[config.mk]
export PLATFORM = sky130hd
export DESIGN_NAME = evt_pulse_shaper_flat
export DESIGN_NICKNAME = d
export VERILOG_FILES = /design/src/rtl/evt_pulse_shaper_pkg.sv /design/src/rtl/evt_pulse_shaper_if.sv /design/src/rtl/evt_pulse_shaper_sat_updown_ctr.sv /design/src/rtl/evt_pulse_shaper.sv /design/src/flat_wrapper.sv
export SDC_FILE = /design/constraint.sdc
export NUM_CORES = 1
export LEC_CHECK = 0
export CORE_MARGIN = 2
export CORE_UTILIZATION = 25
export CTS_CLUSTER_DIAMETER = 120
export CTS_CLUSTER_SIZE = 14
export DETAILED_ROUTE_END_ITERATION = 10
export HOLD_SLACK_MARGIN = 0.06
export PLACE_DENSITY_LB_ADDON = 0.25
export SLEW_MARGIN = 20
export SYNTH_ARGS = -nofsm -noshare
export SYNTH_HDL_FRONTEND = slang
export SYNTH_SLANG_ARGS = --single-unit
[constraint.sdc]
create_clock -name clk_i -period 5.7 [get_ports clk_i]
set_input_delay 0.855 -clock clk_i [delete_from_list [all_inputs] [get_ports clk_i]]
set_output_delay 0.855 -clock clk_i [all_outputs]
set_load 0.01 [all_outputs]
[src/rtl/evt_pulse_shaper_pkg.sv]
`default_nettype none
// ============================================================================
//  Module   : evt_pulse_shaper_pkg
//  Brief    : Shared types and constants for the event pulse shaper.
//  Revision : 1.0 - initial release
// ============================================================================
package evt_pulse_shaper_pkg;

   // Shaper FSM encoding; explicit values keep the encoding stable for
   // anything that inspects the state register directly.
   typedef enum logic [1:0] {
      IDLE = 2'd0,
      HIGH = 2'd1,
      LOW  = 2'd2
   } shaper_state_t;

   // Width of the completed-pulse counter.
   localparam int SENT_CNT_W = 16;

   // Larger of two integers, used for elaboration-time sizing.
   function automatic int max_int(input int a, input int b);
      return (a > b) ? a : b;
   endfunction

endpackage : evt_pulse_shaper_pkg
`default_nettype wire

[src/rtl/evt_pulse_shaper_if.sv]
`default_nettype none
// ============================================================================
//  Module   : evt_pulse_shaper_if
//  Brief    : Event request / pulse output bundle for evt_pulse_shaper.
//             The master side offers events and clears; the slave side is
//             the shaper itself.
//  Revision : 1.0 - initial release
// ============================================================================
interface evt_pulse_shaper_if #(
   parameter int CNT_W = 4
) ();
   import evt_pulse_shaper_pkg::*;

   logic                  evt_valid_i;
   logic                  evt_ready_o;
   logic                  clr_i;
   logic                  pulse_o;
   logic [CNT_W-1:0]      pending_o;
   logic                  overflow_o;
   logic [SENT_CNT_W-1:0] sent_cnt_o;

   modport master (
      output evt_valid_i,
      output clr_i,
      input  evt_ready_o,
      input  pulse_o,
      input  pending_o,
      input  overflow_o,
      input  sent_cnt_o
   );

   modport slave (
      input  evt_valid_i,
      input  clr_i,
      output evt_ready_o,
      output pulse_o,
      output pending_o,
      output overflow_o,
      output sent_cnt_o
   );

endinterface : evt_pulse_shaper_if
`default_nettype wire

[src/rtl/evt_pulse_shaper_sat_updown_ctr.sv]
`default_nettype none
// ============================================================================
//  Module   : sat_updown_ctr
//  Brief    : Saturating up/down counter with synchronous clear. Holds the
//             number of queued events and flags when the queue has room.
//  Revision : 1.0 - initial release
// ============================================================================
module sat_updown_ctr #(
   parameter int MAX_VAL = 15,
   parameter int W       = 4
) (
   input  wire logic         clk,
   input  wire logic         rst_n,
   input  wire logic         clr,
   input  wire logic         inc,
   input  wire logic         dec,
   output logic [W-1:0]      count,
   output logic              not_full
);

   localparam logic [W-1:0] FULL = W'(MAX_VAL);

   // Simultaneous inc and dec cancel; both directions stop at the rails so
   // the count can never wrap.
   always_ff @(posedge clk or negedge rst_n) begin
      if (!rst_n) begin
         count <= '0;
      end else if (clr) begin
         count <= '0;
      end else if (inc && !dec && (count != FULL)) begin
         count <= count + 1'b1;
      end else if (dec && !inc && (count != '0)) begin
         count <= count - 1'b1;
      end
   end

   assign not_full = (count != FULL);

endmodule : sat_updown_ctr
`default_nettype wire

[src/rtl/evt_pulse_shaper.sv]
`default_nettype none
// ============================================================================
//  Module   : evt_pulse_shaper
//  Brief    : Turns single-cycle event requests into fixed-width registered
//             pulses separated by a fixed low gap, so each event survives a
//             downstream synchronizer plus stability filter. Events arriving
//             during a pulse are queued in a saturating pending counter.
//  Revision : 1.0 - initial release
// ============================================================================
module evt_pulse_shaper
   import evt_pulse_shaper_pkg::*;
#(
   parameter int HIGH_CYCLES = 4,
   parameter int LOW_CYCLES  = 4,
   parameter int MAX_PENDING = 15,
   parameter int CNT_W       = $clog2(MAX_PENDING + 1)
) (
   input  wire logic         clk_i,
   input  wire logic         rst_ni,
   evt_pulse_shaper_if.slave bus
);

   // Phase counter only needs to reach the longer of the two phase lengths.
   localparam int PH_W = $clog2(max_int(HIGH_CYCLES, LOW_CYCLES) + 1);

   localparam logic [1:0] ST_IDLE = 2'(IDLE);
   localparam logic [1:0] ST_HIGH = 2'(HIGH);
   localparam logic [1:0] ST_LOW  = 2'(LOW);

   localparam logic [PH_W-1:0] HIGH_LAST = PH_W'(HIGH_CYCLES - 1);
   localparam logic [PH_W-1:0] LOW_LAST  = PH_W'(LOW_CYCLES - 1);

   logic [1:0]            state;
   logic [1:0]            next_state;
   logic [PH_W-1:0]       phase;
   logic                  high_done;
   logic                  low_done;
   logic                  start;
   logic                  accept;
   logic                  sent_inc;
   logic                  ready;
   logic                  pulse;
   logic                  overflow;
   logic [CNT_W-1:0]      pending;
   logic [SENT_CNT_W-1:0] sent_cnt;

   // A clear in the same cycle drops the offered event.
   assign accept    = bus.evt_valid_i && ready && !bus.clr_i;
   assign high_done = (phase == HIGH_LAST);
   assign low_done  = (phase == LOW_LAST);

   // Every entry into HIGH consumes one queued event.
   assign start     = (next_state == ST_HIGH) && (state != ST_HIGH);
   assign sent_inc  = (state == ST_HIGH) && high_done;

   // Queue of events not yet started.
   sat_updown_ctr #(
      .MAX_VAL (MAX_PENDING),
      .W       (CNT_W)
   ) u_pending (
      .clk      (clk_i),
      .rst_n    (rst_ni),
      .clr      (bus.clr_i),
      .inc      (accept),
      .dec      (start),
      .count    (pending),
      .not_full (ready)
   );

   // Next-state decode; start decisions look only at the registered count.
   always_comb begin
      next_state = state;
      case (state)
         ST_IDLE: begin
            if (pending != '0) next_state = ST_HIGH;
         end
         ST_HIGH: begin
            if (high_done) next_state = ST_LOW;
         end
         ST_LOW: begin
            if (low_done) next_state = (pending != '0) ? ST_HIGH : ST_IDLE;
         end
         default: next_state = ST_IDLE;
      endcase
   end

   // State, phase counter and output pulse register; the pulse is a pure
   // flop of the next state so it cannot glitch or toggle within a phase.
   always_ff @(posedge clk_i or negedge rst_ni) begin
      if (!rst_ni) begin
         state <= ST_IDLE;
         phase <= '0;
         pulse <= 1'b0;
      end else begin
         state <= next_state;
         pulse <= (next_state == ST_HIGH);
         if ((next_state != state) || (state == ST_IDLE)) begin
            phase <= '0;
         end else begin
            phase <= phase + 1'b1;
         end
      end
   end

   // Sticky overflow flag; clear wins over a same-cycle overflow.
   always_ff @(posedge clk_i or negedge rst_ni) begin
      if (!rst_ni) begin
         overflow <= 1'b0;
      end else if (bus.clr_i) begin
         overflow <= 1'b0;
      end else if (bus.evt_valid_i && !ready) begin
         overflow <= 1'b1;
      end
   end

   // Completed-pulse counter; wraps naturally and ignores clear.
   always_ff @(posedge clk_i or negedge rst_ni) begin
      if (!rst_ni) begin
         sent_cnt <= '0;
      end else if (sent_inc) begin
         sent_cnt <= sent_cnt + 1'b1;
      end
   end

   assign bus.evt_ready_o = ready;
   assign bus.pulse_o     = pulse;
   assign bus.pending_o   = pending;
   assign bus.overflow_o  = overflow;
   assign bus.sent_cnt_o  = sent_cnt;

endmodule : evt_pulse_shaper
`default_nettype wire

[src/flat_wrapper.sv]
// flat-port wrapper written by rule: the top's interface ports become plain ports
module evt_pulse_shaper_flat import evt_pulse_shaper_pkg::*;
#(
   parameter int HIGH_CYCLES = 4,
   parameter int LOW_CYCLES  = 4,
   parameter int MAX_PENDING = 15,
   parameter int CNT_W       = $clog2(MAX_PENDING + 1)
)
  (clk_i, rst_ni, bus_evt_valid_i, bus_clr_i, bus_evt_ready_o, bus_pulse_o, bus_pending_o, bus_overflow_o, bus_sent_cnt_o);
  evt_pulse_shaper_if #(.CNT_W(CNT_W)) bus_i ();
  input  wire logic clk_i;
  input  wire logic rst_ni;
  input wire logic [$bits(bus_i.evt_valid_i)-1:0] bus_evt_valid_i;
  input wire logic [$bits(bus_i.clr_i)-1:0] bus_clr_i;
  output wire logic [$bits(bus_i.evt_ready_o)-1:0] bus_evt_ready_o;
  output wire logic [$bits(bus_i.pulse_o)-1:0] bus_pulse_o;
  output wire logic [$bits(bus_i.pending_o)-1:0] bus_pending_o;
  output wire logic [$bits(bus_i.overflow_o)-1:0] bus_overflow_o;
  output wire logic [$bits(bus_i.sent_cnt_o)-1:0] bus_sent_cnt_o;
  assign bus_i.evt_valid_i = bus_evt_valid_i;
  assign bus_i.clr_i = bus_clr_i;
  assign bus_evt_ready_o = bus_i.evt_ready_o;
  assign bus_pulse_o = bus_i.pulse_o;
  assign bus_pending_o = bus_i.pending_o;
  assign bus_overflow_o = bus_i.overflow_o;
  assign bus_sent_cnt_o = bus_i.sent_cnt_o;
  evt_pulse_shaper #(.HIGH_CYCLES(HIGH_CYCLES), .LOW_CYCLES(LOW_CYCLES), .MAX_PENDING(MAX_PENDING), .CNT_W(CNT_W)) u_core (.clk_i(clk_i), .rst_ni(rst_ni), .bus(bus_i));
endmodule
==> out/qor.csv, run 1 <==
stage,metric,value,unit
run_status,status,"complete, no violations",
setup_path,critPathRequiredTime,5.86,ns
clock_tree,root_buffer,clkbuf_8,
min_path,hold_class,reg -> reg,
route,avgRoutedWirePerCell,12.0,um
synthesis,syn-cell-area,1370,sq um
grt,grt_use_total,9.48,%
pwr,p_leak,0.795,nW
route,drt_iter0_drc,52,
synthesis,synth_most_common_cell,dfrtp_1,
cells_and_area,layout-drive-gt1-share,9.27,%
setup_path,cp.arrival,3.08,ns
timing,finalSetupViolations,0,
setup_path,crit_chain,ha_1 -> ha_1 -> nor2b_1 -> o311a_2 -> nand2b_1 -> ha_1 -> a21o_2 -> a21oi_1 -> mux4_2 -> nor2b_4,
grt,grt_max_degree,28,
pwr,power_density,370,nW/um^2
placed_design,place_inst,217,
route,vias_per_cell,4.57,
placed_design,place.port_buffers,26,
pwr,power,650,uW
clock_tree,holdBufCountCts,0,
synthesis,avgSynthCellArea,11.1,sq um
cells_and_area,nets,162,
setup_path,worst_path_largest_cell_delay,0.46,ns
timing,setup-tns-final,0,ns
cells_and_area,n_fill_cell,545,
clock_tree,post_cts_resized,0,
synthesis,synthCells,123,
timing,drv_slew,0,
timing,hold_viol,0,
synthesis,synthDistinctLibCells,36,
timing,fin_skew,0.00553,ns
route,drt_pass1_iterations,4,
synthesis,ys_seq_elements,27,
synthesis,yosys.area.top_type,dfrtp_1,
die,coreArea,5200,sq um
setup_path,cp_common_cell,ha_1,
route,vias,1010,
synthesis,syn_nets,133,
timing,worst_pin_slew,0.568,ns
grt,grt_pass1_vias,1028,
setup_path,slowest_stage,nor2b_1,
timing,max_slew_margin,61.6,%
cells_and_area,final_cells,221,
clock_tree,clk_pin_slew,0.10,ns
timing,fin_ws,2.79,ns
cells_and_area,regArea,676,sq um
setup_path,crit_family,adder cells,
timing,finalCritPeriodShare,51.1,%
die,die_y,77.9,um
setup_path,path_class,reg -> reg,
die,pin_count,27,
grt,grt_pass1_wl,4720,um
cells_and_area,multiInputGateArea,646,sq um
synthesis,async_flop_share,100,%
setup_path,crit_buf_inv,0,
setup_path,start_kind,register,
clock_tree,ctsHtreeMaxLevel,1,
cells_and_area,area.growth.synth_to_final,28.5,%
flow_run,maxCapViolCount,0,
die,std_cell_rows,26,
clock_tree,cts_buffers,3,
synthesis,synth_top_area_share,49.5,%
placed_design,dp_worst_setup_slack,2.65,ns
die,initial_core_util,26.2,%
setup_path,cp_max_fo,8,
clock_tree,clock-sinks,27,
cells_and_area,diodes,0,
placed_design,gp_congestion,0.805,
grt,grt-ovfl-total,0,
timing,clock.fmax,0.343,GHz
synthesis,ys_seq_area_share,49.5,%
synthesis,synth_area_leaders,"dfrtp_1 49%, xor2_1 7.1%, ha_1 4.6%",
die,dieArea,6070,sq um
synthesis,yosys_warnings,0,
grt,grt_antenna_before_repair,0,
pwr,vdd_drop_max,0.166,mV
setup_path,worst_r2r_path_depth,10,
route,ant_nets,0,
clock_tree,cts_tree,built,
timing,grt_setup_unrepaired,false,
clock_tree,clock_path_buffers,2,
synthesis,synth_commonest_cells,"27 x dfrtp_1, 11 x xor2_1, 9 x nor3_1, 8 x inv_1, 8 x nor2_1",
synthesis,synth-edff-count,0,
route,drc,0,
timing,period_minus_slack,2.91,ns
clock_tree,insertion_delay,0.27,ns
clock_tree,post-cts-setup-buffers,0,
setup_path,cp.depth,10,
route,drt-total-wl,2650,um
placed_design,dp_hpwl,1980,um
synthesis,synthFlopType,dfrtp_1,
setup_path,end_kind,register,
min_path,hold_depth,1,
die,die-width,77.9,um
==> layout make-up <==
type                       count  area share [%]
clock buffer                   3            2.35
clock inverter                 1           0.428
inverter                       8            1.71
multi-input combinational     85            36.8
sequential                    27            38.5
tap                           70            4.99
timing repair buffer          27            15.3
==> flip-flops by register name, indices dropped and copies added, names as in the netlist <==
name,cells
u_core.bus.pulse_o,1
u_core.bus.overflow_o,1
u_core.bus.sent_cnt_o,16
u_core.state,2
u_core.u_pending.count,4
u_core.phase,3
==> metal layers <==
layer	part of all wire (%)	wire length (um)	global-route usage [%]	vias to the layer above
met3	6.0	159	1.86	2
met1	48	1260	12.3	495
met2	46	1210	15.8	29
met5	0	0	0	-
met4	0.57	15	3.16	0
li1	-	-	-	484
==> per-stage QoR <==
stage | area, sq um | hold WS (ns) | util, %
after CTS | 1760 | 0.454 | 33.7
after global routing | 1760 | 0.491 | 33.7
after global placement | 1710 | 0.422 | 32.8
after detailed placement | 1710 | 0.435 | 32.8
final | 1760 | 0.449 | 33.7
after floorplan | 1370 | 0.410 | -
==> report_power, final <==
group          total, mW  switching, mW  internal (mW)  leakage (nW)
clock network      0.109         0.0599         0.0495        0.0217
logic              0.248          0.113          0.135         0.417
registers          0.292         0.0599          0.233         0.357
==> worst paths after layout <==
path / end / startpoint / slack, ns
worst max register to register: u_core.u_pending.count[3] / u_core.phase[0] / 2.79
worst min-delay path: u_core.phase[0] / u_core.phase[0] / 0.45
worst min register to register: u_core.phase[0] / u_core.phase[0] / 0.45
worst max-delay path: u_core.u_pending.count[3] / u_core.phase[0] / 2.79
max in group asynchronous: u_core.bus.pulse_o / rst_ni / 4.49
min in group asynchronous: u_core.bus.sent_cnt_o[7] / rst_ni / 0.96
==> cells in the final DEF, fill, tap and decap left out, types with 2 or more instances in the layout <==
| cell type | n |
|---|---|
| dfrtp_1 | 27 |
| clkdlybuf4s50_1 | 26 |
| xor2_1 | 11 |
| nor3_1 | 9 |
| inv_1 | 8 |
| nor2_1 | 8 |
| nand3_1 | 6 |
| xnor2_1 | 6 |
| nand2_1 | 6 |
| ha_1 | 5 |
| a21oi_1 | 4 |
| and3_1 | 3 |
| nand4_1 | 3 |
| clkbuf_8 | 3 |
| nand2b_1 | 2 |
| a211oi_1 | 2 |
==> worst reg2reg max path, cell delays in order (launching register included) <==
cell	delay, ns
dfrtp_1	0.40
ha_1	0.21
ha_1	0.23
nor2b_1	0.46
o311a_2	0.30
nand2b_1	0.12
ha_1	0.30
a21o_2	0.21
a21oi_1	0.15
mux4_2	0.30
nor2b_4	0.13
==> kinds of logic after synthesis <==
| logic type | share of synthesized area, % |
|---|---|
| buf+inv | 3.30 |
| compound gates | 8.52 |
| mux | 2.47 |
| fa+ha+maj | 6.04 |
| flops | 49.5 |
| simple gates | 19.3 |
| xor+xnor | 10.9 |
Note: power is estimated with default switching activity, not from simulation.
==> inputs of run 2 (changes only) <==
- clock period: 5.7 -> 2.6 ns (I/O delays scaled with it)
==> out/qor.csv, run 2 (synthesized netlist as in run 1, its figures left out) <==
stage,metric,value,unit,change
setup_path,r2r_start,u_core.phase[0],,
clock_tree,clk_pin_slew,0.09,ns,about the same
pwr,p_leak,0.834,nW,+4.9%
cells_and_area,final_area,1820,sq um,+3.9%
route,vias_per_cell,4.57,,about the same
die,die_y,77.9,um,unchanged
grt,grt_pass1_vias,1077,,+4.8%
timing,worst_pin_slew,0.636,ns,+0.0678 ns
cells_and_area,multiInputGateArea,662,sq um,+2.5%
clock_tree,root_buffer,clkbuf_8,,
placed_design,gp_congestion,0.874,,+8.6%
setup_path,crit_chain,ha_1 -> ha_1 -> nor2b_2 -> o311a_4 -> nand2b_1 -> ha_1 -> a21o_2 -> a21oi_2 -> mux4_2 -> nor2b_4,,
route,avgRoutedWirePerCell,12.3,um,+3.0%
clock_tree,cts_buffers,3,,unchanged
timing,finalCritPeriodShare,95.1,%,+44 points
cells_and_area,final_util,35.0,%,+1.3 points
pwr,internal-power,966,uW,+130%
route,vias,1041,,+3.1%
clock_tree,insertion_delay,0.28,ns,about the same
placed_design,dp_hpwl,2090,um,+5.6%
timing,setup-tns-final,0,ns,unchanged
cells_and_area,nets,169,,+4.3%
min_path,holdPathEnd,u_core.phase[0],,
pwr,power_switching,539,uW,+130%
placed_design,place.port_buffers,26,,unchanged
grt,grt_antenna_before_repair,0,,unchanged
timing,clock.fmax,0.404,GHz,+18%
flow_run,maxCapViolCount,0,,unchanged
setup_path,crit_family,adder cells,,
timing,hold_viol,0,,unchanged
timing,drv_slew,0,,unchanged
setup_path,critPathRequiredTime,2.78,ns,-3.08 ns
setup_path,cp_common_cell,ha_1,,
pwr,vdd_drop_max,0.482,mV,+190%
cells_and_area,area.growth.synth_to_final,33.5,%,
placed_design,dpl_cell_area,1750,sq um,+2.6%
setup_path,worst_path_largest_cell_delay,0.39,ns,-0.07 ns
clock_tree,holdBufCountCts,0,,unchanged
pwr,power_density,825,nW/um^2,+120%
min_path,hold_class,reg -> reg,,
die,pin_count,27,,unchanged
setup_path,cp.arrival,2.65,ns,-0.43 ns
timing,fin_skew,0.00629,ns,+0.000761 ns
pwr,combPwrFrac,42.0,%,+3.8 points
setup_path,cp_max_fo,6,,-2
placed_design,dp_worst_setup_slack,0.0299,ns,-2.62 ns
die,std_cell_rows,26,,unchanged
pwr,clockPowerShare,16.5,%,-0.3 points
cells_and_area,final_common_cell,dfrtp_1,,
setup_path,r2r-end,u_core.u_pending.count[3],,
pwr,p_sw_share,35.8,%,about the same
setup_path,crit_buf_inv,0,,unchanged
min_path,hp-start,u_core.phase[0],,
cells_and_area,diodes,0,,unchanged
grt,grt_use_total,10.4,%,+0.95 points
setup_path,path_class,reg -> reg,,
timing,whs,0.439,ns,-0.0102 ns
timing,fin_ws,0.126,ns,-2.66 ns
route,drt_iter0_drc,57,,+9.6%
cells_and_area,final_cell_mix,"27 x dfrtp_1, 26 x clkdlybuf4s50_1, 11 x xor2_1, 9 x nor3_1",,
timing,finalSetupViolations,0,,unchanged
clock_tree,ctsHtreeMaxLevel,1,,unchanged
die,coreArea,5200,sq um,unchanged
setup_path,worst_r2r_path_depth,10,,unchanged
min_path,hold_depth,1,,unchanged
clock_tree,clock_path_buffers,2,,unchanged
cells_and_area,regArea,676,sq um,unchanged
timing,period_minus_slack,2.47,ns,-0.439 ns
setup_path,ff2ff_setup_slack,0.13,ns,-2.66 ns
route,drc,0,,unchanged
cells_and_area,layout-drive-gt1-share,14.6,%,+5.3 points
clock_tree,clock-sinks,27,,unchanged
grt,grt-ovfl-total,0,,unchanged
setup_path,start_kind,register,,
cells_and_area,largest_reg_flops,16,,unchanged
pwr,power_frac_seq,41.5,%,-3.5 points
setup_path,slowest_stage,dfrtp_1,,
clock_tree,cts_tree,built,,
grt,grt_max_degree,28,,unchanged
route,drt-total-wl,2810,um,+6.2%
route,drt_pass1_iterations,4,,unchanged
setup_path,end_kind,register,,
run_status,status,"complete, no violations",,
route,ant_nets,0,,unchanged
die,dieArea,6070,sq um,unchanged
die,initial_core_util,26.2,%,unchanged
timing,max_slew_margin,57.1,%,-4.6 points
die,die-width,77.9,um,unchanged
cells_and_area,n_fill_cell,525,,-3.7%
grt,grt_pass1_wl,5090,um,+7.8%
run 2: cell count changes in the layout (fill, tap and decap cells not counted):
cell	delta
a21oi_2	+1
a21oi_1	-1
o311a_2	-1
nor2b_1	-1
nor2b_2	+1
o311a_4	+1
buf_4	+7
run 2: layer usage:
layer  global-route usage, %  up-vias  part of all wire (%)
li1                        -      497                     -
met1                    12.7      504                    45
met2                    17.3       34                    46
met3                    3.60        6                   7.1
met4                    3.33        0                   2.1
met5                       0        -                     0
run 2: worst max-delay path by stage:
| stage | startpoint | to | cells after the start |
|---|---|---|---|
| after floorplan | u_core.phase[0] | u_core.u_pending.count[3] | 11 |
| after global placement | u_core.phase[0] | u_core.u_pending.count[3] | 10 |
| after detailed placement | u_core.phase[0] | u_core.u_pending.count[3] | 10 |
| after CTS | u_core.phase[0] | u_core.u_pending.count[3] | 10 |
| after global routing | u_core.phase[0] | u_core.u_pending.count[3] | 10 |
| final | u_core.phase[0] | u_core.u_pending.count[3] | 10 |
run 2: layout make-up:
cell class / instances / area share [%]
Inverter: 8 / 1.65
Timing Repair Buffer: 34 / 17.6
Sequential cell: 27 / 37.0
Clock inverter: 1 / 0.412
Multi-Input combinational cell: 85 / 36.3
Clock buffer: 3 / 2.26
Tap cell: 70 / 4.80
run 2: per-stage QoR:
step / total power [mW] / cells
final: 1.51 / 228
after global routing: 1.63 / 228
after CTS: 1.50 / 227
after detailed placement: 1.25 / 223
after global placement: 1.23 / 223
after floorplan: 0.990 / 123
run 2: power by group through the flow:
stage | logic (mW) | registers (mW) | clock network, mW
2_1_floorplan | 0.350 | 0.639 | 0
3_3_place_gp | 0.597 | 0.632 | 0
3_5_place_dp | 0.611 | 0.635 | 0
4_1_cts | 0.615 | 0.628 | 0.261
5_1_grt | 0.708 | 0.643 | 0.278
6_report | 0.633 | 0.625 | 0.248
run 2: worst register-to-register path: cells and delay by family, from the launching register on:
kind	cells	cell delay (ns)
adder cells (fa/ha/maj)	3	0.72
multiplexers	1	0.31
flip-flops	1	0.39
AND/OR/NAND/NOR	3	0.40
AO/OA/AOI/OAI	3	0.57
run 2: what timing repair did:
action                     CTS  global route
setup endpoints to repair    0             1
buffers inserted             0             1
gates resized for setup      0             3
==> inputs of run 3 (changes only) <==
- SLEW_MARGIN: 20 -> unset
==> results of run 3 <==
The final DEF is identical to that of run 2; final timing and power are the same.
==> RTL change: new RTL, config.mk and constraints of run 3 <==
`LOW_CYCLES` is set to 4 in 2 places; all go to 8.
--- a/src/rtl/evt_pulse_shaper.sv
+++ b/src/rtl/evt_pulse_shaper.sv
@@ -12,5 +12,5 @@
 #(
    parameter int HIGH_CYCLES = 4,
-   parameter int LOW_CYCLES  = 4,
+   parameter int LOW_CYCLES  = 8,
    parameter int MAX_PENDING = 15,
    parameter int CNT_W       = $clog2(MAX_PENDING + 1)
--- a/src/flat_wrapper.sv
+++ b/src/flat_wrapper.sv
@@ -3,5 +3,5 @@
 #(
    parameter int HIGH_CYCLES = 4,
-   parameter int LOW_CYCLES  = 4,
+   parameter int LOW_CYCLES  = 8,
    parameter int MAX_PENDING = 15,
    parameter int CNT_W       = $clog2(MAX_PENDING + 1)
Behaviour: same outputs for any inputs over 10 cycles, from zero or initial values and one cycle with rst_ni low; that may be too few to reach the edited logic, so the function may still have changed.
==> RTL change against run 3 <==
  * Sequential cell count rose by 1
  * Design area rose by 4.9%
  * Synthesized area rose by 6.9%
  * Power rose by 8.4%
  * Routed wire length rose by 3.3%
  * Global-route usage fell by 0.77 points
  * Worst setup slack improved by 0.011 ns
  * Fmax rose by 0.44%
==> RTL change: results (changes against run 3) <==
Pre-CTS WS: 0.007994 ns (-0.02187 ns)
Total power: 1.632 mW (+8.4%)
Status: finished, final reports clean
Hold Crit Class: in2async
Vias/cell: 4.438 (-2.8%)
Gpl congestion: 0.7283 (-17%)
Gr usage total: 9.661% (-0.77 points)
Metal3 WL: 78 µm (-61%)
Placed Area: 0.001836 mm² (+4.8%)
Seq. pwr: 0.659 mW (+5.4%)
GR Util met3: 1.910% (-1.7 points)
Clk root buf: clkbuf_8
Fill count: 572 (+9.0%)
H-Tree Level Count: 1 (unchanged)
WL/cell: 12.46 µm (+1.1%)
Total CTS buffers: 3 (unchanged)
Worst ir drop on vdd: 327.7 µV (-32%)
Commonest cells post-synth: dfrtp_1, nor2_1, xnor2_1, nand3_1, xor2_1
Post-Layout Cell Count: 233 (+2.2%)
CP arrival: 2.63 ns (-0.02 ns)
Worst Clk Skew: 0.002181 ns (-0.004111 ns)
Initial DRC Count: 74 (+30%)
Sequential element share of the synthesized area: 47.99% (-1.5 points)
Synthesized instance count: 129 (+4.9%)
Pleak: 0.8616 nW (+3.3%)
Combinational power: 0.703 mW (+11%)
Worst Path Required: 2.76 ns (-0.02 ns)
Grt met2 use: 16.25% (-1.1 points)
R2R depth: 8 (-2)
Max_slew headroom: 64.21% (+7.1 points)
GR Layer Usage met1: 12.86% (+0.20 points)
Metal2 WL: 1407 µm (+9.1%)
Synth cell types: 34 (-5.6%)
Sw Pwr: 0.6029 mW (+12%)
WHS: 0.4762 ns (+0.03748 ns)
DP HPWL: 2183 µm (+4.6%)
NumNets Final: 171 (+1.2%)
Antenna cells: 0 (unchanged)
Design area: 0.001913 mm² (+4.9%)
Crit path max fanout: 5 (-1)
Reg2reg start: u_core.u_pending.count[2]
Post-cts resize count: 0 (unchanged)
Postcts setup bufs: 0 (unchanged)
GRT Residual Overflow: 0 (unchanged)
DRT met1 WL: 1402 µm (+11%)
Mapped Nets: 138 (+3.8%)
First-pass GRT wire length: 5016 µm (-1.4%)
Leading post-synthesis cells by cell area: dfrtp_1, xnor2_1, xor2_1
Largest net degree at the start of global routing: 29 (+3.6%)
Clock Latency Late Sink: 0.27 ns
Number of global-route vias before repair: 1,068 (-0.84%)
Layout cells sized above 1: 13.66% (-0.89 points)
-- RTL change: final cells by class --
class | instances | share of cell area, %
repair buffers | 32 | 15.96
flip-flops and latches | 28 | 36.69
multi-input cells | 91 | 38.59
inverters | 6 | 1.177
clock buffers | 4 | 2.878
well taps | 72 | 4.709
-- RTL change: critical path: stages, from the launching register on --
cell and delay (ns):
dfrtp_2 0.48, nor4_4 0.37, a211oi_4 0.08, or3_4 0.41
ha_4 0.30, nand3_1 0.09, a211oi_1 0.21, mux2i_1 0.11
mux2_1 0.31
-- RTL change: cell families (layout without fill, tap and decap cells) --
logic type | Yosys count | after routing | synth area share [%]
compound gates | 11 | 11 | 5.656
simple gates | 48 | 48 | 20.99
buf+inv | 10 | 42 | 2.913
flops | 28 | 28 | 47.99
xor+xnor | 21 | 21 | 13.11
mux | 6 | 6 | 4.541
fa+ha+maj | 5 | 5 | 4.799
